===== config.mk =====
export PLATFORM = sky130hd
export DESIGN_NAME = layer7_weight_seq_ctrl_flat
export DESIGN_NICKNAME = d
export VERILOG_FILES = /design/src/rtl/layer7_weight_seq_ctrl_pkg.sv /design/src/rtl/layer7_weight_seq_ctrl_if.sv /design/src/rtl/layer7_weight_seq_ctrl_counter_cnn.sv /design/src/rtl/layer7_weight_seq_ctrl.sv /design/src/flat_wrapper.sv
export SDC_FILE = /design/constraint.sdc
export NUM_CORES = 1
export LEC_CHECK = 0
export ABC_AREA = 1
export CORE_UTILIZATION = 33
export CTS_CLUSTER_SIZE = 40
export DETAILED_ROUTE_END_ITERATION = 12
export PLACE_DENSITY = 0.76
export SLEW_MARGIN = 10
export SYNTH_ARGS = -nofsm -noshare
export SYNTH_HDL_FRONTEND = slang
export SYNTH_SLANG_ARGS = --single-unit

===== constraint.sdc =====
create_clock -name clk -period 1.1 [get_ports clk]
set_input_delay 0.11 -clock clk [delete_from_list [all_inputs] [get_ports clk]]
set_output_delay 0.11 -clock clk [all_outputs]
set_load 0.02 [all_outputs]

===== src/rtl/layer7_weight_seq_ctrl_pkg.sv =====
// Shared types and sizing for the layer-7 weight memory sequencer.
// The word/row terminal counts are derived here so every file agrees on them.
package layer7_pkg;

  typedef enum logic [1:0] {
    IDLE  = 2'd0,
    LOAD  = 2'd1,
    READY = 2'd2,
    READ  = 2'd3
  } w7_state_t;

  localparam int W7_WORDS_PER_ROW = 8;
  localparam int W7_ROWS_PER_BANK = 25;
  localparam int W7_NUM_WEIGHTS   = 2 * W7_ROWS_PER_BANK * W7_WORDS_PER_ROW;

  localparam int W7_WORD_CNT_W = 9;
  localparam int W7_ROW_CNT_W  = 5;

  localparam logic [W7_WORD_CNT_W-1:0] W7_LAST_WORD = W7_WORD_CNT_W'(W7_NUM_WEIGHTS - 1);
  localparam logic [W7_ROW_CNT_W-1:0]  W7_LAST_ROW  = W7_ROW_CNT_W'(W7_ROWS_PER_BANK - 1);

endpackage


===== src/rtl/layer7_weight_seq_ctrl_if.sv =====
// Handshake and memory-port bundle for the layer-7 weight sequencer.
// master = bus/compute side driving requests, slave = the sequencer itself.
interface layer7_weight_seq_ctrl_if;
  logic        load_start;
  logic        in_valid;
  logic [15:0] in_data;
  logic        in_ready;
  logic        write_weight_signal;
  logic [15:0] write_weight_data;
  logic [15:0] write_weight_addr;
  logic        load_done;
  logic        rd_start;
  logic        rd_stall;
  logic        read_weight_signal;
  logic [15:0] read_weight_addr1;
  logic [15:0] read_weight_addr2;
  logic        rd_row_valid;
  logic [4:0]  rd_row_idx;
  logic        sweep_done;
  logic        busy;
  logic        err;

  modport master (
    output load_start, in_valid, in_data, rd_start, rd_stall,
    input  in_ready, write_weight_signal, write_weight_data, write_weight_addr,
           load_done, read_weight_signal, read_weight_addr1, read_weight_addr2,
           rd_row_valid, rd_row_idx, sweep_done, busy, err
  );

  modport slave (
    input  load_start, in_valid, in_data, rd_start, rd_stall,
    output in_ready, write_weight_signal, write_weight_data, write_weight_addr,
           load_done, read_weight_signal, read_weight_addr1, read_weight_addr2,
           rd_row_valid, rd_row_idx, sweep_done, busy, err
  );
endinterface


===== src/rtl/layer7_weight_seq_ctrl_counter_cnn.sv =====
// Up-counter with synchronous clear and hold; used for the word and row indices.
module counter_cnn #(
  parameter int WIDTH = 9
) (
  input  logic             clk,
  input  logic             rst,
  input  logic             clear,
  input  logic             keep,
  output logic [WIDTH-1:0] count
);

  // count register: clear beats keep, otherwise step by one
  always_ff @(posedge clk) begin
    if (rst) begin
      count <= '0;
    end else if (clear) begin
      count <= '0;
    end else if (!keep) begin
      count <= count + {{(WIDTH-1){1'b0}}, 1'b1};
    end else begin
      count <= count;
    end
  end

endmodule


===== src/rtl/layer7_weight_seq_ctrl.sv =====
// Layer-7 weight sequencer: streams 400 words into the weight memory, then
// serves paced dual-bank read sweeps of 25 rows each.
module layer7_weight_seq_ctrl
  import layer7_pkg::*;
(
  input  logic                     clk,
  input  logic                     rst,
  layer7_weight_seq_ctrl_if.slave  bus
);

  w7_state_t                 state_r;
  w7_state_t                 state_s;
  logic                      err_set_s;
  logic                      err_r;
  logic                      accept_s;
  logic                      issue_s;
  logic                      last_word_s;
  logic                      last_row_s;
  logic                      word_clear_s;
  logic                      word_keep_s;
  logic                      row_clear_s;
  logic                      row_keep_s;
  logic [W7_WORD_CNT_W-1:0]  word_cnt_r;
  logic [W7_ROW_CNT_W-1:0]   row_r;
  logic                      row_vld_r;
  logic [W7_ROW_CNT_W-1:0]   row_idx_r;
  logic                      sweep_done_r;

  // state register
  always_ff @(posedge clk) begin
    if (rst) begin
      state_r <= IDLE;
    end else begin
      state_r <= state_s;
    end
  end

  // next state and protocol-violation detection
  always_comb begin
    state_s   = state_r;
    err_set_s = 1'b0;
    case (state_r)
      IDLE: begin
        err_set_s = bus.rd_start;
        if (bus.load_start) begin
          state_s = LOAD;
        end else begin
          state_s = IDLE;
        end
      end
      LOAD: begin
        err_set_s = bus.load_start | bus.rd_start;
        if (accept_s && last_word_s) begin
          state_s = READY;
        end else begin
          state_s = LOAD;
        end
      end
      READY: begin
        // a simultaneous request pair reloads and flags the dropped sweep
        if (bus.load_start) begin
          state_s   = LOAD;
          err_set_s = bus.rd_start;
        end else if (bus.rd_start) begin
          state_s = READ;
        end else begin
          state_s = READY;
        end
      end
      READ: begin
        err_set_s = bus.load_start | bus.rd_start;
        if (issue_s && last_row_s) begin
          state_s = READY;
        end else begin
          state_s = READ;
        end
      end
      default: begin
        state_s   = IDLE;
        err_set_s = 1'b0;
      end
    endcase
  end

  assign accept_s    = (state_r == LOAD) && bus.in_valid;
  assign issue_s     = (state_r == READ) && !bus.rd_stall;
  assign last_word_s = (word_cnt_r == W7_LAST_WORD);
  assign last_row_s  = (row_r == W7_LAST_ROW);

  // counters self-clear outside their phase so every phase starts at zero
  assign word_clear_s = (state_r != LOAD) || (accept_s && last_word_s);
  assign word_keep_s  = !accept_s;
  assign row_clear_s  = (state_r != READ) || (issue_s && last_row_s);
  assign row_keep_s   = bus.rd_stall;

  counter_cnn #(.WIDTH(W7_WORD_CNT_W)) u_word_cnt (
    .clk   (clk),
    .rst   (rst),
    .clear (word_clear_s),
    .keep  (word_keep_s),
    .count (word_cnt_r)
  );

  counter_cnn #(.WIDTH(W7_ROW_CNT_W)) u_row_cnt (
    .clk   (clk),
    .rst   (rst),
    .clear (row_clear_s),
    .keep  (row_keep_s),
    .count (row_r)
  );

  // one-cycle read tracking matches the falling-edge memory latency
  always_ff @(posedge clk) begin
    if (rst) begin
      row_vld_r    <= 1'b0;
      row_idx_r    <= '0;
      sweep_done_r <= 1'b0;
      err_r        <= 1'b0;
    end else begin
      row_vld_r    <= issue_s;
      row_idx_r    <= issue_s ? row_r : '0;
      sweep_done_r <= issue_s && last_row_s;
      err_r        <= err_r | err_set_s;
    end
  end

  assign bus.in_ready            = (state_r == LOAD);
  assign bus.write_weight_signal = accept_s;
  assign bus.write_weight_data   = accept_s ? bus.in_data : 16'h0000;
  assign bus.write_weight_addr   = accept_s ? {7'b0000000, word_cnt_r} : 16'h0000;
  assign bus.load_done           = (state_r == READY);

  assign bus.read_weight_signal  = (state_r == READ);
  assign bus.read_weight_addr1   = (state_r == READ) ? {11'b00000000000, row_r} : 16'h0000;
  assign bus.read_weight_addr2   = (state_r == READ) ? {11'b00000000000, row_r} : 16'h0000;
  assign bus.rd_row_valid        = row_vld_r;
  assign bus.rd_row_idx          = row_idx_r;
  assign bus.sweep_done          = sweep_done_r;
  assign bus.busy                = (state_r == LOAD) || (state_r == READ);
  assign bus.err                 = err_r;

endmodule


===== src/flat_wrapper.sv =====
// flat-port wrapper written by rule: the top's interface ports become plain ports
module layer7_weight_seq_ctrl_flat import layer7_pkg::*;
  (clk, rst, bus_load_start, bus_in_valid, bus_in_data, bus_rd_start, bus_rd_stall, bus_in_ready, bus_write_weight_signal, bus_write_weight_data, bus_write_weight_addr, bus_load_done, bus_read_weight_signal, bus_read_weight_addr1, bus_read_weight_addr2, bus_rd_row_valid, bus_rd_row_idx, bus_sweep_done, bus_busy, bus_err);
  layer7_weight_seq_ctrl_if bus_i ();
  input  logic clk;
  input  logic rst;
  input wire logic [$bits(bus_i.load_start)-1:0] bus_load_start;
  input wire logic [$bits(bus_i.in_valid)-1:0] bus_in_valid;
  input wire logic [$bits(bus_i.in_data)-1:0] bus_in_data;
  input wire logic [$bits(bus_i.rd_start)-1:0] bus_rd_start;
  input wire logic [$bits(bus_i.rd_stall)-1:0] bus_rd_stall;
  output wire logic [$bits(bus_i.in_ready)-1:0] bus_in_ready;
  output wire logic [$bits(bus_i.write_weight_signal)-1:0] bus_write_weight_signal;
  output wire logic [$bits(bus_i.write_weight_data)-1:0] bus_write_weight_data;
  output wire logic [$bits(bus_i.write_weight_addr)-1:0] bus_write_weight_addr;
  output wire logic [$bits(bus_i.load_done)-1:0] bus_load_done;
  output wire logic [$bits(bus_i.read_weight_signal)-1:0] bus_read_weight_signal;
  output wire logic [$bits(bus_i.read_weight_addr1)-1:0] bus_read_weight_addr1;
  output wire logic [$bits(bus_i.read_weight_addr2)-1:0] bus_read_weight_addr2;
  output wire logic [$bits(bus_i.rd_row_valid)-1:0] bus_rd_row_valid;
  output wire logic [$bits(bus_i.rd_row_idx)-1:0] bus_rd_row_idx;
  output wire logic [$bits(bus_i.sweep_done)-1:0] bus_sweep_done;
  output wire logic [$bits(bus_i.busy)-1:0] bus_busy;
  output wire logic [$bits(bus_i.err)-1:0] bus_err;
  assign bus_i.load_start = bus_load_start;
  assign bus_i.in_valid = bus_in_valid;
  assign bus_i.in_data = bus_in_data;
  assign bus_i.rd_start = bus_rd_start;
  assign bus_i.rd_stall = bus_rd_stall;
  assign bus_in_ready = bus_i.in_ready;
  assign bus_write_weight_signal = bus_i.write_weight_signal;
  assign bus_write_weight_data = bus_i.write_weight_data;
  assign bus_write_weight_addr = bus_i.write_weight_addr;
  assign bus_load_done = bus_i.load_done;
  assign bus_read_weight_signal = bus_i.read_weight_signal;
  assign bus_read_weight_addr1 = bus_i.read_weight_addr1;
  assign bus_read_weight_addr2 = bus_i.read_weight_addr2;
  assign bus_rd_row_valid = bus_i.rd_row_valid;
  assign bus_rd_row_idx = bus_i.rd_row_idx;
  assign bus_sweep_done = bus_i.sweep_done;
  assign bus_busy = bus_i.busy;
  assign bus_err = bus_i.err;
  layer7_weight_seq_ctrl u_core (.clk(clk), .rst(rst), .bus(bus_i));
endmodule

==> impl_metrics.toml, run 1 <==
[run_status]
status = "finished with violations"
violations = "setup timing"

[floorplanning]
rows = 24
fp.dieH_um = 71.6
die_w_um = 71.6
core_area_mm2 = 0.00450
initial_core_util = 0.355
die_area_mm2 = 0.00513
io_pins = 99

[placement]
port_buffers = 69
dp_hpwl_mm = 3.02
gp_congestion = 0.813
post-place-ws_ns = -0.675
place_inst = 393

[logic_synthesis]
netlist.area_leader.share = 0.300
mappedNetlistArea_mm2 = 0.00160
yosysWarnings = 0
synthTopCellsByArea = "dfxtp_1 (30%), buf_4 (17%), nor2_1 (12%)"
synth_top_area_cell = "dfxtp_1"
yosys.area_share.xor_xnor = 0.00548
synth_cell_types = 28
muxShareOfSynthArea = 0
synth_top_family_by_area = "simple AND/OR/NAND/NOR gates"
ys_seq_elements = 24
synth_seq_area_share = 0.300
synth_compound_area_frac = 0.0681
syn_inst = 240
synthAdderAreaFrac = 0.0235
syn_area_per_cell_um2 = 6.66
synthSimpleGateAreaFrac = 0.315

[timing]
grt_setup_unrepaired = "true"
finalSetupViolCount = 63
hold_viol_final = 0
clock_skew_ns = 0.00170
fmax_mhz = 700
drv_slew = 0
fin_crit_ns = 1.43
hold_slack_ns = 0.435
setup_slack_ns = -0.328
fin_crit_sh = 1.30

[critical_path]
required_ns = 0.99
critPathLaunch = "u_core.state_r[1]"
reg2reg_slack_ns = -0.30
cp-end-kind = "output port"
start_kind = "register"
r2r_cells = 9
critical_path_arrival_ns = 1.32
r2r-start = "u_core.state_r[1]"
path_class = "reg -> out"
path_max_fanout = 6
timing.rr.end = "u_core.bus.rd_row_idx[0]"

[cts]
clk_latency_ns = 0.27
tritoncts = "yes"
cts.path.max_buffers = 2
hold_buffers = 0
h-tree-depth = 1
clock-root-buffer = "clkbuf_8"
path_clk_slew_ns = 0.09
cts_buffers = 3
cts.sinks = 24

[run]
maxCapViolations = 0

[route]
vias = 1816
firstDrtPassIters = 4
routed_via_density = 4.35
drt_iter0_markers = 37
ant_nets = 0
drc_errors = 0
routed_wl_mm = 4.80
avgRoutedWirePerCell_um = 11.5

[finish]
antenna_cells = 0
fillers = 338
final_nets = 391
drive_above_1_share = 0.499
final_cells = 417
area_delta_synth_final_pct = 99.7
final_util = 0.709

[grt]
grt_max_degree = 15
gr-usage-all-layers = 0.172
antenna_found_initial = 0
grt-ovfl-total = 0
grt_pass1_vias = 1675
grt_pass1_wl_mm = 7.22

[pwr]
vdd_drop_max_mv = 0.645
p_leak_uw = 0.00140
power.density_mw_per_mm2 = 704

[worst_hold_path]
min-delay-start = "bus_rd_start"
whs_endpoint = "u_core.bus.err"
worstHoldPathCells = 3
hold_path_class = "in -> reg"
==> critical path, cell delays in order (launching register included) <==
cell,delay (ns)
dfxtp_2,0.34
inv_2,0.07
nand3_4,0.13
buf_12,0.17
buf_12,0.13
nor2_4,0.08
buf_6,0.12
==> registers in the layout, indices dropped and copies added, names as in the netlist <==
register                 flops
u_core.bus.rd_row_valid      1
u_core.bus.sweep_done        1
u_core.bus.rd_row_idx        5
u_core.u_row_cnt.count       5
u_core.state_r               2
u_core.u_word_cnt.count      9
u_core.bus.err               1
==> how the worst max path moves through the flow <==
stage	endpoint	cells past startpoint	slack (ns)
detailed placement	bus_write_weight_addr[0]	5	-0.68
CTS	bus_write_weight_data[12]	6	-0.33
floorplan	bus_read_weight_addr2[4]	4	-0.06
global placement	bus_write_weight_addr[0]	5	-0.66
global route	bus_write_weight_data[12]	6	-0.39
finish	bus_write_weight_data[12]	6	-0.33
==> synthesized netlist by cell type <==
cell and n:
conb_1 1, nand3_2 1, o21ai_0 2, nor2_4 1, inv_2 3, clkbuf_1 1
nand4_1 2, nand3b_1 2, nand2_1 36, nand3_4 2, nor3_4 1, nor4_1 1
inv_1 41, nor3_1 3, a31oi_1 2, dfxtp_1 24, buf_6 1, nand3_1 7
buf_2 1, a21oi_1 14, o31ai_1 1, o21ai_2 1, nor2_2 1, xor2_1 1
ha_1 3, nand2_4 2, nor2_1 49, buf_4 36
==> placed cells by master, fill, tap and decap left out, types with 2 or more instances in the layout <==
cell type / instances
a21oi_1: 9
a21oi_2: 5
a31oi_1: 2
buf_12: 4
buf_4: 53
buf_6: 44
clkbuf_8: 3
clkdlybuf4s50_1: 21
conb_1: 29
dfxtp_1: 17
dfxtp_2: 7
dlygate4sd2_1: 7
ha_4: 3
inv_1: 37
inv_2: 5
inv_4: 2
nand2_1: 33
nand2_2: 3
nand3_1: 6
nand3_4: 4
nand3b_1: 2
nand4_1: 2
nor2_1: 15
nor2_2: 11
nor2_4: 25
nor3_2: 3
o21ai_2: 2
==> report_power, final <==
group	switching, uW	internal (uW)	leakage, uW	total [uW]
Sequential	7.13	876	0.000197	883
Combinational	317	258	0.00117	575
Clock	302	487	0.0000357	789
==> timing repair <==
item                                    in CTS  in global routing
gates cloned                                 2                  0
endpoints found under the hold margin        0                  0
endpoints found under the setup margin      70                 64
setup buffers                               10                  8
pin swaps                                    8                 13
gates resized for setup                    271                 45
==> logic make-up after synthesis <==
logic type	count (synthesis)
XOR/XNOR	1
AO/OA/AOI/OAI	20
AND/OR/NAND/NOR	108
flip-flops	24
other	1
adder cells (fa/ha/maj)	3
buffers and inverters	83
==> per-layer routing <==
| metal | up-vias | share of wire | GRT usage |
|---|---|---|---|
| met4 | 0 | 0.0048 | 0.0261 |
| met1 | 819 | 0.38 | 0.193 |
| met5 | - | 0 | 0 |
| met2 | 72 | 0.55 | 0.342 |
| met3 | 3 | 0.058 | 0.0295 |
| li1 | 922 | - | - |
==> area by class of cell <==
cell class                 count  area [um2]  share of cell area
inverter                      44         170              0.0533
clock inverter                 1        30.0             0.00940
timing repair buffer         131        1280               0.402
tap                           52        65.1              0.0204
sequential                    24         489               0.153
multi-input combinational    162        1110               0.349
clock buffer                   3        41.3              0.0129
==> stage by stage <==
| step | setup TNS, ns | total power [uW] | instance area [um2] |
|---|---|---|---|
| after global routing | -17.76 | 2320 | 3190 |
| after CTS | -12.35 | 2210 | 2970 |
| final | -13.85 | 2250 | 3190 |
| after detailed placement | -27.04 | 1360 | 2630 |
| after floorplan | -0.539 | 1250 | 1830 |
| after global placement | -26.44 | 1350 | 2630 |
No activity file was read; power rests on OpenSTA's default activity.
==> inputs of run 2 (changes only) <==
ABC_AREA = 0   (was 1)
CORE_UTILIZATION = 32   (was 33)
==> impl_metrics.toml, run 2 <==
[logic_synthesis]
synth-edff-count = 0
mappedNetlistArea_mm2 = 0.00147
yosys_most_used_dff = "dfxtp_1"
synthArstFlopShare = 0
netlist.area_leader.share = 0.326
syn_inst = 171
syn_area_per_cell_um2 = 8.61
ys_seq_elements = 24
yosys.cell_count.top_type = "buf_4"
synth_cell_types = 36
synthTopCellsByCount = "buf_4 (37), and2_1 (27), dfxtp_1 (24)"
synthTopCellsByArea = "dfxtp_1 (33%), buf_4 (19%), and2_1 (11%)"
yosysWarnings = 0
synth_top_area_cell = "dfxtp_1"
synth_seq_area_share = 0.326

[run_status]
status = "finished with violations"
violations = "setup timing"

[timing]
drv_slew = 0
fin_crit_ns = 1.48
setup_slack_ns = -0.383
fin_crit_sh = 1.35
hold_viol_final = 0
grt_setup_unrepaired = "true"
fin_tns_setup_ns = -15.76
clock_skew_ns = 0.00150
fmax_mhz = 674
finalSetupViolCount = 60

[route]
routed_wl_mm = 4.28
drt_iter0_markers = 62
avgRoutedWirePerCell_um = 13.0
drc_errors = 0
firstDrtPassIters = 4
vias = 1439
ant_nets = 0
routed_via_density = 4.36

[cts]
cts_buffers = 3
cts.sinks = 24
clk_latency_ns = 0.27
h-tree-depth = 1
cts.path.max_buffers = 2
path_clk_slew_ns = 0.09
tritoncts = "yes"
clock-root-buffer = "clkbuf_8"

[critical_path]
start_kind = "register"
path_max_fanout = 14
cp-end-kind = "register"
critical_path_arrival_ns = 1.69
path_class = "reg -> reg"
required_ns = 1.31

[finish]
mostFrequentLayoutCells = "buf_4 (38), buf_6 (33), conb_1 (29)"
layout_commonest_cell = "buf_4"
max_flop_register = "u_core.u_word_cnt.count"
drive_above_1_share = 0.543
final_cells = 330
area_delta_synth_final_pct = 83.0
final_nets = 304
fillers = 387
largest_reg_flops = 9
antenna_cells = 0

[grt]
grt-ovfl-total = 0
grt_pass1_wl_mm = 6.15
grt_max_degree = 29
gr-usage-all-layers = 0.157
grt_pass1_vias = 1328
antenna_found_initial = 0

[pwr]
p_total_uw = 2230
vdd_drop_max_mv = 0.462
power.density_mw_per_mm2 = 829
p_leak_uw = 0.00128

[floorplanning]
core_area_mm2 = 0.00438
rows = 24
die_area_mm2 = 0.00488
io_pins = 99
fp.dieH_um = 69.8
die_w_um = 69.8
initial_core_util = 0.336

[worst_hold_path]
hold_path_class = "reg -> reg"

[placement]
place_inst = 315
gp_congestion = 0.804
port_buffers = 69
dp_hpwl_mm = 2.82

[run]
maxCapViolations = 0
run 2: cell count changes after synthesis, sizes merged, moves of 6 or more:
| cell | previous run | this run |
|---|---|---|
| inv | 44 | 5 |
| nor2 | 51 | 18 |
| nand2 | 38 | 6 |
| and2 | 0 | 27 |
| a21oi | 14 | 2 |
| nand3 | 10 | 1 |
| xnor2 | 0 | 6 |
run 2: per-layer routing:
layer / track usage / vias up / routed length (um)
li1: - / 705 / -
met1: 0.168 / 654 / 1660
met2: 0.285 / 75 / 2170
met3: 0.0407 / 5 / 380
met4: 0.0733 / 0 / 67
met5: 0 / - / 0
run 2: worst paths after layout:
check / from / end / slack (ns) / cells after the start
hold / removal: u_core.bus.err / u_core.bus.err / 0.47 / 2
hold reg to reg: u_core.bus.err / u_core.bus.err / 0.47 / 2
setup reg to reg: u_core.state_r[1] / u_core.state_r[1] / -0.38 / 7
setup / recovery: u_core.state_r[1] / u_core.state_r[1] / -0.38 / 7
run 2: timing repair:
item / 4_1_cts / 5_1_grt
gates cloned: 0 / 2
pin swaps: 3 / 3
hold buffers: 0 / 0
gates resized for setup: 226 / 39
setup endpoints to repair: 70 / 64
setup buffers: 7 / 3
run 2: layout make-up:
class | count | area (um2) | share of cell area
repair buffers | 115 | 1060 | 0.393
multi-input cells | 130 | 987 | 0.366
flip-flops and latches | 24 | 488 | 0.181
well taps | 52 | 65.1 | 0.0241
clock buffers | 3 | 41.3 | 0.0153
clock inverters | 1 | 30.0 | 0.0111
inverters | 5 | 23.8 | 0.00882
run 2: cell families after synthesis:
family          Yosys count  synth area share
other cells               1           0.00255
compound gates            6            0.0255
buf+inv                  46             0.217
xor+xnor                 12            0.0714
simple gates             77             0.319
fa+ha+maj                 3            0.0255
flops                    24             0.326
mux                       2            0.0136
run 2: stage by stage:
stage	setup slack (ns)	instance area (um2)	hold WS, ns	util
after floorplan	-0.179	1670	0.172	-
after global placement	-0.712	2390	0.439	0.546
after detailed placement	-0.722	2390	0.446	0.546
after CTS	-0.359	2520	0.465	0.575
after global routing	-0.430	2700	0.493	0.615
final	-0.383	2700	0.466	0.615
run 2: power breakdown:
| group | internal, uW | switching [uW] |
|---|---|---|
| sequential | 879 | 7.58 |
| combinational | 259 | 289 |
| clock | 487 | 311 |
run 2: worst max-delay path: stages (launching register included):
cell and delay [ns]:
dfxtp_2 0.33, and3b_2 0.29, buf_12 0.14, buf_6 0.11, nand4_1 0.11, buf_6 0.16, buf_4 0.13, a31oi_4 0.14
